`src/rtl/access_control_pkg.sv`:
```
// access_control_pkg: shared states, request encodings and status frame layout
package access_control_pkg;
  typedef enum logic [2:0] {IDLE, COLLECT, CHECK, GRANTED, NEW_COLLECT, LOCKED} state_e;
  localparam logic [1:0] REQ_NONE   = 2'b00;
  localparam logic [1:0] REQ_LOGIN  = 2'b01;
  localparam logic [1:0] REQ_CHANGE = 2'b10;
  localparam logic [1:0] REQ_LOGOUT = 2'b11;
  localparam int SF_GRANT = 0;
  localparam int SF_BUSY  = 1;
  localparam int SF_LOCK  = 2;
endpackage

```
`src/rtl/access_pw_store.sv`:
```
// access_pw_store: per-user password registers, preloaded on reset, async read
module access_pw_store
  import access_control_pkg::*;
#(
  parameter int              USERS      = 4,
  parameter int              PW_W       = 16,
  parameter int              UID_W      = 2,
  parameter logic [PW_W-1:0] DEFAULT_PW = '0
) (
  input  logic             clk,
  input  logic             rst,
  input  logic             we_i,
  input  logic [UID_W-1:0] waddr_i,
  input  logic [PW_W-1:0]  wdata_i,
  input  logic [UID_W-1:0] raddr_i,
  output logic [PW_W-1:0]  rdata_o
);
  logic [PW_W-1:0] mem_q [USERS];
  always_ff @(posedge clk) begin
    if (rst) mem_q <= '{default: DEFAULT_PW};
    else if (we_i) mem_q[waddr_i] <= wdata_i;
  end
  assign rdata_o = mem_q[raddr_i];
endmodule

```
`src/rtl/access_control_multi.sv`:
```
// access_control_multi: multi-user digit-serial login with lockout and password change
// Define ACCESS_TIMEOUT_EN to abort digit entry after TIMEOUT_CYCLES idle cycles.
module access_control_multi
  import access_control_pkg::*;
#(
  parameter int                         DIGIT_W        = 4,
  parameter int                         DIGITS         = 4,
  parameter int                         USERS          = 4,
  parameter int                         UID_W          = (USERS > 1) ? $clog2(USERS) : 1,
  parameter logic [DIGIT_W*DIGITS-1:0]  DEFAULT_PW     = 16'h1234,
  parameter int                         MAX_FAILS      = 3,
  parameter int                         LOCK_CYCLES    = 1000,
  parameter int                         TIMEOUT_CYCLES = 5000
) (
  input  logic               clk,
  input  logic               rst,
  input  logic [1:0]         req,
  input  logic [UID_W-1:0]   user_id,
  input  logic [DIGIT_W-1:0] data_in,
  input  logic               data_in_load,
  output logic               access_grant,
  output logic               locked,
  output logic               busy,
  output logic [2:0]         status_frame
);
  localparam int PW_W = DIGIT_W * DIGITS;
  localparam int DCW  = (DIGITS > 1) ? $clog2(DIGITS) : 1;
  localparam int FW   = $clog2(MAX_FAILS + 1);
  localparam int LW   = $clog2(LOCK_CYCLES + 1);
  state_e            state_q, state_d;
  logic [UID_W-1:0]  uid_q, uid_d;
  logic [PW_W-1:0]   shreg_q, shreg_d, shifted, stored;
  logic [DCW-1:0]    dcnt_q, dcnt_d;
  logic [FW-1:0]     fail_q, fail_d;
  logic [LW-1:0]     lock_q, lock_d;
  logic              we, last, collecting, timeout, bad;
  assign shifted    = (shreg_q << DIGIT_W) | PW_W'(data_in);
  assign last       = dcnt_q == DCW'(DIGITS - 1);
  assign collecting = state_q == COLLECT || state_q == NEW_COLLECT;
`ifdef ACCESS_TIMEOUT_EN
  localparam int TW = $clog2(TIMEOUT_CYCLES + 1);
  logic [TW-1:0] tmr_q;
  assign timeout = collecting && !data_in_load && tmr_q == '0;
  // Reload on every load and whenever the state changes, so each entry starts a fresh window
  always_ff @(posedge clk) begin
    if (rst) tmr_q <= TW'(TIMEOUT_CYCLES - 1);
    else tmr_q <= (collecting && state_d == state_q && !data_in_load) ? tmr_q - 1'b1 : TW'(TIMEOUT_CYCLES - 1);
  end
`else
  assign timeout = 1'b0;
`endif
  always_comb begin
    state_d = state_q;
    uid_d   = uid_q;
    shreg_d = shreg_q;
    dcnt_d  = dcnt_q;
    fail_d  = fail_q;
    lock_d  = lock_q;
    we      = 1'b0;
    bad     = 1'b0;
    case (state_q)
      IDLE: if (req == REQ_LOGIN) begin
        state_d = COLLECT;
        uid_d   = (int'(user_id) < USERS) ? user_id : '0;
        shreg_d = '0;
        dcnt_d  = '0;
      end
      COLLECT, NEW_COLLECT: begin
        if (data_in_load) begin
          shreg_d = shifted;
          dcnt_d  = last ? '0 : dcnt_q + 1'b1;
          we      = last && state_q == NEW_COLLECT;
          if (last) state_d = (state_q == COLLECT) ? CHECK : GRANTED;
        end else if (timeout) begin
          state_d = GRANTED;
          bad     = state_q == COLLECT;
        end
      end
      CHECK: begin
        bad = shreg_q != stored;
        if (!bad) begin
          state_d = GRANTED;
          fail_d  = '0;
        end
      end
      GRANTED: begin
        state_d = (req == REQ_LOGOUT) ? IDLE : (req == REQ_CHANGE) ? NEW_COLLECT : GRANTED;
        shreg_d = (req == REQ_CHANGE) ? '0 : shreg_q;
        dcnt_d  = (req == REQ_CHANGE) ? '0 : dcnt_q;
      end
      LOCKED: begin
        state_d = (lock_q == '0) ? IDLE : LOCKED;
        lock_d  = lock_q - 1'b1;
      end
      default: state_d = IDLE;
    endcase
    // A failed attempt either escalates to lockout or bumps the global failure count
    if (bad) begin
      state_d = (fail_q + 1'b1 == FW'(MAX_FAILS)) ? LOCKED : IDLE;
      lock_d  = LW'(LOCK_CYCLES - 1);
      fail_d  = (fail_q + 1'b1 == FW'(MAX_FAILS)) ? '0 : fail_q + 1'b1;
    end
  end
  always_ff @(posedge clk) begin
    if (rst) begin
      state_q <= IDLE;
      uid_q   <= '0;
      shreg_q <= '0;
      dcnt_q  <= '0;
      fail_q  <= '0;
      lock_q  <= '0;
    end else begin
      state_q <= state_d;
      uid_q   <= uid_d;
      shreg_q <= shreg_d;
      dcnt_q  <= dcnt_d;
      fail_q  <= fail_d;
      lock_q  <= lock_d;
    end
  end
  access_pw_store #(
    .USERS(USERS), .PW_W(PW_W), .UID_W(UID_W), .DEFAULT_PW(DEFAULT_PW)
  ) u_store (
    .clk(clk), .rst(rst), .we_i(we), .waddr_i(uid_q), .wdata_i(shifted),
    .raddr_i(uid_q), .rdata_o(stored)
  );
  assign access_grant = state_q == GRANTED || state_q == NEW_COLLECT;
  assign locked       = state_q == LOCKED;
  assign busy         = collecting || state_q == CHECK;
  always_comb begin
    status_frame           = '0;
    status_frame[SF_GRANT] = access_grant;
    status_frame[SF_BUSY]  = busy;
    status_frame[SF_LOCK]  = locked;
  end
endmodule

```
`config.mk`:
```
export PLATFORM = sky130hd
export DESIGN_NAME = access_control_multi
export DESIGN_NICKNAME = d
export VERILOG_FILES = /design/src/rtl/access_control_pkg.sv /design/src/rtl/access_pw_store.sv /design/src/rtl/access_control_multi.sv
export SDC_FILE = /design/constraint.sdc
export NUM_CORES = 1
export LEC_CHECK = 0
export CAP_MARGIN = 20
export CELL_PAD_IN_SITES_DETAIL_PLACEMENT = 1
export CELL_PAD_IN_SITES_GLOBAL_PLACEMENT = 1
export CORE_ASPECT_RATIO = 0.8
export CORE_MARGIN = 5
export CORE_UTILIZATION = 44
export CTS_CLUSTER_DIAMETER = 200
export DETAILED_ROUTE_END_ITERATION = 7
export PLACE_DENSITY = 0.82
export SLEW_MARGIN = 40
export SYNTH_ARGS = -nofsm -noshare
export SYNTH_HDL_FRONTEND = slang
export SYNTH_HIERARCHICAL = 1
export SYNTH_SLANG_ARGS = --single-unit
```
`constraint.sdc`:
```
create_clock -name clk -period 2.3 [get_ports clk]
set_input_delay 0.46 -clock clk [delete_from_list [all_inputs] [get_ports clk]]
set_output_delay 0.46 -clock clk [all_outputs]
set_load 0.005 [all_outputs]
```
# Word-level counts from Yosys, hierarchy flattened

Cells that the tools add are included.

Output and inout port bits: 6
Input port bits: 11
Flip-flop bits (word level): 99

Bitwise gates (word level): 2
Reduce and logical (&&, ||, !) cells: 16
Magnitude comparators: 2
Add/subtract/negate cells: 3
Equal/unequal tests: 19
Mux-type cells: 35

Operators by type and width:

| cell                                                                   | count |
|---|---|
| 16-bit 2-to-1 mux                                                      | 6 |
| 64-bit bitwise mux                                                     | 1 |
| 16-bit one-hot mux with 3 select lines                                 | 1 |
| 16-bit binary-select mux with 2-bit select                             | 1 |
| 16-bit demux with 2-bit select                                         | 1 |
| 3-bit 2-to-1 mux                                                       | 9 |
| 10-bit 2-to-1 mux                                                      | 2 |
| 2-bit 2-to-1 mux                                                       | 8 |
| 16-bit != test                                                         | 1 |
| 16-bit by 4-bit OR with 16-bit output                                  | 1 |
| 3-bit one-hot mux with 5 select lines                                  | 1 |
| 3-bit != test (second input constant)                                  | 4 |
| 10-bit logical NOT                                                     | 1 |
| 10-bit by 1-bit subtractor with 10-bit output (second input constant)  | 1 |
| 2-bit equality test (second input constant)                            | 4 |
| 2-bit != test (second input constant)                                  | 4 |
| 4-bit AND reduction                                                    | 2 |
| 3-bit by 2-bit equality test with 1-bit output (second input constant) | 2 |
| 3-bit equality test (second input constant)                            | 2 |
| 2-bit one-hot mux with 3 select lines                                  | 1 |
| 2-bit by 1-bit adder with 2-bit output (second input constant)         | 2 |
| 1-bit 2-to-1 mux                                                       | 4 |
| 2-bit AND reduction                                                    | 2 |
| 2-bit nonzero test                                                     | 2 |
| 10 further kinds                                                       | 14 |

# Logic depth before layout (Yosys ltp)

Gate-level depths: netlist of the first run.

Depth after elaboration: 8
Mapped depth: 8
Gate-level depth less buffers: 7

# Cells and area by module

Netlist of the first run, hierarchy kept.

Modules (own cells, without submodules):

| module               | area each (um^2) | sequential area each (um^2) | cells an instance | times used |
|---|---|---|---|---|
| access_pw_store      | 2,897.8          | 1,281.2                     | 250               | 1 |
| access_control_multi | 1,823.0          | 700.7                       | 213               | 1 |

# Least setup slack after synthesis of the first run

No wires, ideal clock.

Path kind: flip-flop to flip-flop
From: reg uid_q[0]
To: reg state_q[1]
Required time: 2.186 ns
Setup time: 0.114 ns
Path slack: -0.121 ns
Stages on the path, launching flop included: 8
Path buffers: 2
Arrival: 2.306 ns
Cell sequence: dfxtp_1 > buf_4 > buf_6 > mux4_2 > xor2_1 > nor4_1 > nand4_1 > a2111oi_0

Cells in the longest elaborated chain, start to end: 8
Elaborated cells between the ends (all ways): 12

RTL lines:

| what                                                     | RTL line                    | RTL |
|---|---|---|
| from (decl)                                              | access_control_multi.sv:31  | `logic [UID_W-1:0] uid_q, uid_d;` |
| from (signal assigned)                                   | access_control_multi.sv:114 | `uid_q <= uid_d;` |
| 2-bit NOT with 3-bit output (not written as such) (*)    | access_pw_store.sv:23       | `assign rdata_o = mem_q[raddr_i];` |
| 16-bit binary-select mux with 2-bit select (*)           | access_pw_store.sv:23       |  |
| 16-bit 2-to-1 mux (not written as such) (*) (2 in a row) | access_pw_store.sv:23       |  |
| net stored[2]                                            | access_control_multi.sv:32  | `logic [PW_W-1:0] shreg_q, shreg_d, shifted, stored;` |
| 16-bit != test (*)                                       | access_control_multi.sv:80  | `bad = shreg_q != stored;` |
| 1-bit 2-to-1 mux                                         | --                          |  |
| 3-bit != test (no source line)                           | --                          |  |
| 4-bit AND reduction (no source line)                     | --                          |  |
| to (signal assigned)                                     | access_control_multi.sv:113 | `state_q <= state_d;` |
| to (decl)                                                | access_control_multi.sv:30  | `state_e state_q, state_d;` |

Mark *: on every way through the listed nets, which the timed path passes. The rest lies on a longest branch. The select of a mux whose other input is x is not followed.
A chain may end at the register's enable or synchronous reset.

# Worst setup path in the final report of the first run

From: reg uid_q[1]
To: reg state_q[2]

Same word-level chain as after synthesis.

==> results.toml, run 1 <==
[pwr]
combPwrFrac = 0.286
clockPowerShare = 0.305
power_frac_seq = 0.409
intPower_uw = 3223
p_per_area_nw_per_um2 = 858.9
total_leakage_power_uw = 0.002280
peakVddDrop_v = 0.0004889
switching_power_uw = 1631
netSwitchingFraction = 0.3361

[clocking]
clk_latency_ns = 0.36
cts_tree = "done"
numCtsBuffers = 9
cts_sinks = 99
hold_buffers = 0
cts.root.buffer_cell = "clkbuf_16"
cts.path.max_buffers = 2
path_clk_slew_ns = 0.08
htree_num_levels = 3

[yosys]
postSynthAreaPerCell_um2 = 10.20
async_flop_share = 0
synth_edf_count = 0
synth_common_cells = "dfxtp_1, mux2i_1, nand2b_1, nor2_1, nand2_1"
synth_area_leaders = "dfxtp_1, mux2i_1, mux4_2"
synthMostInstantiatedCell = "dfxtp_1"
yosysTopAreaCellShare = 0.4198
synthesis.nets = 476
yosys_register_bits = 99
ys_warn_count = 6
ys_seq_area_frac = 0.4198
netlist.top_cell.by_area = "dfxtp_1"
syn_inst = 463
syn-cell-area_um2 = 4721
synth_ff_type = "dfxtp_1"
synth_cell_types = 47

[global_routing]
grt_pass1_vias = 3796
antenna_found_initial = 0
track_usage = 0.2091
grt_max_degree = 51
grt_overflow = 0
grt_pass1_wl_um = 20890

[timing]
max_slew_margin = 0.5307
fin_skew_ns = 0.01166
tightest_slew_ns = 0.7040
rsz0062_at_grt = "yes"
setup_ws_ns = -0.09568
finalCritPeriodShare = 1.042
fmax_mhz = 417.4
finalSetupViolCount = 17
hold-worst-slack_ns = 0.4785
hold_viol = 0
layout_min_cycle_time_ns = 2.396
setup-tns-final_ns = -0.7958
maxSlewViolCount = 0

[routing]
drc = 0
drt_iter0_drc = 176
post_drt_wl_per_cell_um = 21.21
ant_nets = 0
wirelength_um = 13470
avgViaCountPerCell = 5.606
vias = 3560
dr.pass1.iters = 4

[setup_path]
cp_data_required_time_ns = 2.52
r2r_cells = 9
startpoint_type = "register"
cp_max_fo = 9
critical_path.endpoint_type = "register"
crit_type = "reg -> reg"
cp.arrival_ns = 2.61

[finish]
layout-drive-gt1-share = 0.2121
finalNetCount = 503
n_antenna_cell = 0
syn_to_final_growth_pct = 19.72

[run_status]
status = "complete, but fails checks"
failed_checks = "negative setup slack"

[die]
io_pins = 17
rows = 33
start_util = 0.4555
die_h_um = 102.6
fp.dieArea_um2 = 12910
coreArea_um2 = 10360
die_w_um = 125.8

[job]
maxCapViolations = 0

[min_path]
min_path_type = "reg -> reg"
holdPathStages = 2

[place]
place_congestion = 0.8742
dp_hpwl_um = 8244
port_buffers = 16
-- worst paths after layout --
path	slack (ns)	from	end
max	-0.1	uid_q[1]$_SDFFE_PP0P_	state_q[2]$_SDFFE_PP0P_
min	0.48	shreg_q[12]$_SDFFE_PP0P_	shreg_q[12]$_SDFFE_PP0P_
max reg2reg	-0.1	uid_q[1]$_SDFFE_PP0P_	state_q[2]$_SDFFE_PP0P_
min reg2reg	0.48	shreg_q[12]$_SDFFE_PP0P_	shreg_q[12]$_SDFFE_PP0P_
-- worst max-delay path: stages (launching register included) --
cell and delay [ns]:
dfxtp_2 0.34, buf_12 0.14, buf_4 0.11, mux4_2 0.53, xor2_2 0.19, nor4_1 0.36
nand4_1 0.17, buf_6 0.18, a21oi_4 0.15, a221oi_2 0.08
-- metal layers --
metal,share of wire,vias up,global-route usage
li1,-,1666,-
met1,0.45,1813,0.2641
met2,0.50,67,0.3743
met3,0.033,14,0.03677
met4,0.013,0,0.05853
met5,0,-,0
-- power groups by stage --
stage / Combinational, uW / Sequential, uW / Clock [uW]
floorplan: 835 / 1930 / 0
global placement: 1140 / 1990 / 0
detailed placement: 1190 / 2010 / 0
CTS: 1310 / 1970 / 1490
global route: 1480 / 2000 / 1570
finish: 1390 / 1980 / 1480
-- repair_timing --
| item | 4_1_cts | 5_1_grt |
|---|---|---|
| pin swaps | 9 | 5 |
| setup buffers | 3 | 6 |
| setup endpoints to repair | 19 | 19 |
| resized for setup | 30 | 4 |
-- cells by family after synthesis --
group | synth area share
compound gates | 0.06096
xor+xnor | 0.04453
fa+ha+maj | 0.005300
buf+inv | 0.05380
flops | 0.4198
mux | 0.2205
simple gates | 0.1951
-- area by class of cell --
type | count | area, um^2
clock buffers | 10 | 239.0
clock inverters | 6 | 46.29
fillers | 1119 | 4712
inverters | 6 | 27.53
multi-input cells | 323 | 2616
flip-flops and latches | 99 | 1993
well taps | 140 | 175.2
repair buffers | 51 | 554.3
-- stage by stage --
stage                     area (um^2)  setup WS [ns]  power, uW  utilization  cells
after floorplan                  4726       0.008642       2768            -    463
after global placement           5139        -0.3763       3133       0.4958    610
after detailed placement         5139        -0.3746       3192       0.4958    610
after CTS                        5569        -0.1183       4771       0.5374    628
after global routing             5652        -0.1497       5050       0.5453    635
final                            5652       -0.09568       4854       0.5453    635
-- registers in the layout (all words and copies together), names as in the netlist --
register and cells:
u_store/mem_q 64, shreg_q 16, lock_q 10, state_q 3
dcnt_q 2, fail_q 2, uid_q 2
-- layout by cell type, fill, tap and decap left out, types with 2 or more instances in the layout --
master and instances:
a211oi_2 2, a21oi_1 22, a21oi_2 7, a221oi_2 2, a31oi_1 2, buf_12 10, buf_4 22, buf_6 3
clkbuf_16 9, clkdlybuf4s50_1 15, clkinv_2 2, dfxtp_1 94, dfxtp_2 3, dfxtp_4 2, ha_1 2, inv_1 4
inv_6 3, mux2i_1 68, mux4_2 16, nand2_1 28, nand2b_1 57, nand3_1 18, nand3_2 2, nand3b_1 4
nand4_1 2, nor2_1 31, nor2b_1 2, nor3_1 4, nor4_1 4, nor4_2 2, or4_4 3, xnor2_1 7
xor2_1 14, xor2_2 3
(Power assumes the default switching activity.)
==> run 2, diff against run 1 <==
- SLEW_MARGIN: 40 -> unset
==> run 2 against run 1 <==
  * The flow still finishes with violations (negative setup slack)
  * Routed wire length barely moved
  * Die area unchanged
  * Critical path depth unchanged
  * Highest routed layer unchanged
  * Critical path type unchanged
  * Design area grew 0.22%
  * Largest power group unchanged
  * Worst hold slack about the same
==> results.toml, run 2 (same netlist as run 1, synthesis figures left out) <==
[run_status]
status = "complete, but fails checks"
failed_checks = "negative setup slack"

[timing]
rsz0062_at_grt = "yes"
hold_viol = 0
tightest_slew_ns = 0.6841
fin_skew_ns = 0.01325
maxSlewViolCount = 0
finalSetupViolCount = 9
finalCritPeriodShare = 1.023
layout_min_cycle_time_ns = 2.354
fmax_mhz = 424.9
setup-tns-final_ns = -0.2531
max_slew_margin = 0.5439
setup_ws_ns = -0.05351
hold-worst-slack_ns = 0.4782

[die]
coreArea_um2 = 10360
fp.dieArea_um2 = 12910
die_w_um = 125.8
rows = 33
die_h_um = 102.6
start_util = 0.4555
io_pins = 17

[clocking]
cts.root.buffer_cell = "clkbuf_16"
cts_sinks = 99
path_clk_slew_ns = 0.08
clk_latency_ns = 0.36
cts_tree = "done"
cts.path.max_buffers = 2
htree_num_levels = 3
numCtsBuffers = 9

[pwr]
peakVddDrop_v = 0.0004893
power_uw = 4879
p_per_area_nw_per_um2 = 861.4
total_leakage_power_uw = 0.002283

[finish]
largest_reg_flops = 64
syn_to_final_growth_pct = 19.98
layout_commonest_cell = "dfxtp_1"
finalNetCount = 503
biggestRegsByFlops = "u_store/mem_q x64, shreg_q x16, lock_q x10"
regMostFlops = "u_store/mem_q"
nFillCells = 1121
final_area_um2 = 5664
final_cell_mix = "dfxtp_1, mux2i_1, nand2b_1"
n_antenna_cell = 0
utilization = 0.5465
ff_latch_area_um2 = 1993
multi_input_area_um2 = 2616
layout-drive-gt1-share = 0.2121

[job]
maxCapViolations = 0

[setup_path]
cp_cell_sequence = "buf_12 -> buf_4 -> mux4_2 -> xor2_2 -> nor4_1 -> nand4_1 -> buf_6 -> a21oi_4 -> a221oi_2"
cp.arrival_ns = 2.57
cpPeakStageDelay_ns = 0.53
slowest_stage = "mux4_2"
cp_max_fo = 9
startpoint_type = "register"
critical_path.endpoint_type = "register"
crit_family = "multiplexers"
crit_type = "reg -> reg"
cp_data_required_time_ns = 2.51
cp_num_buf_inv = 3

[routing]
drt_iter0_drc = 223
wirelength_um = 13480
ant_nets = 0
dr.pass1.iters = 5
avgViaCountPerCell = 5.635
post_drt_wl_per_cell_um = 21.23
vias = 3578
drc = 0

[place]
port_buffers = 16
placed_area_um2 = 5139
dp_hpwl_um = 8244
place_congestion = 0.8742

[global_routing]
grt_max_degree = 51
grt_overflow = 0
track_usage = 0.2091
grt_pass1_vias = 3796
antenna_found_initial = 0
grt_pass1_wl_um = 20890

[min_path]
min_path_type = "reg -> reg"
## run 2: changes by cell type in the layout (fill, tap and decap cells not counted)
| cell | change |
|---|---|
| buf_12 | +1 |
| buf_4 | -1 |
## run 2: through the flow
stage	setup WS, ns	cells
detailed placement	-0.3746	610
finish	-0.05351	635
global placement	-0.3763	610
CTS	-0.1183	628
floorplan	0.008642	463
global route	-0.1392	635
## run 2: what timing repair did
| item | in CTS | in global routing |
|---|---|---|
| buffers inserted | 3 | 7 |
| gates resized for setup | 30 | 4 |
| endpoints found under the setup margin | 19 | 33 |
| pin swaps | 9 | 6 |
| hold buffers | 0 | 0 |
## run 2: worst paths after layout
check,slack [ns],to,depth (start not counted),startpoint
min reg2reg,0.48,shreg_q[12]$_SDFFE_PP0P_,2,shreg_q[12]$_SDFFE_PP0P_
max,-0.05,state_q[2]$_SDFFE_PP0P_,9,uid_q[1]$_SDFFE_PP0P_
max reg2reg,-0.05,state_q[2]$_SDFFE_PP0P_,9,uid_q[1]$_SDFFE_PP0P_
min,0.48,shreg_q[12]$_SDFFE_PP0P_,2,shreg_q[12]$_SDFFE_PP0P_
## run 2: layout make-up
cell class,count,area share
multi-input cells,323,0.4619
clock buffers,10,0.04219
flip-flops and latches,99,0.3519
well taps,140,0.03093
repair buffers,51,0.1001
clock inverters,6,0.008173
inverters,6,0.004860
## run 2: worst min-delay path, delay by kind of cell (launching register included)
kind,cells,cell delay (ns)
AND/OR/NAND/NOR,1,0.06
flip-flops,1,0.32
AO/OA/AOI/OAI,1,0.05
## run 2: layer usage
| layer | global-route usage | vias up | wire (um) |
|---|---|---|---|
| met4 | 0.05853 | 0 | 135 |
| met2 | 0.3743 | 66 | 6846 |
| met1 | 0.2641 | 1834 | 5992 |
| li1 | - | 1668 | - |
| met5 | 0 | - | 0 |
| met3 | 0.03677 | 10 | 505 |
## run 2: report_power, final
group	internal (uW)	switching, uW
clock network	775	706
logic	640	775
registers	1830	154
total	3240	1640
==> run 3, diff against run 2 <==
- GPL_TIMING_DRIVEN: unset -> 1
==> results of run 3 <==
Final layout, timing and power as in run 2 (identical DEF).
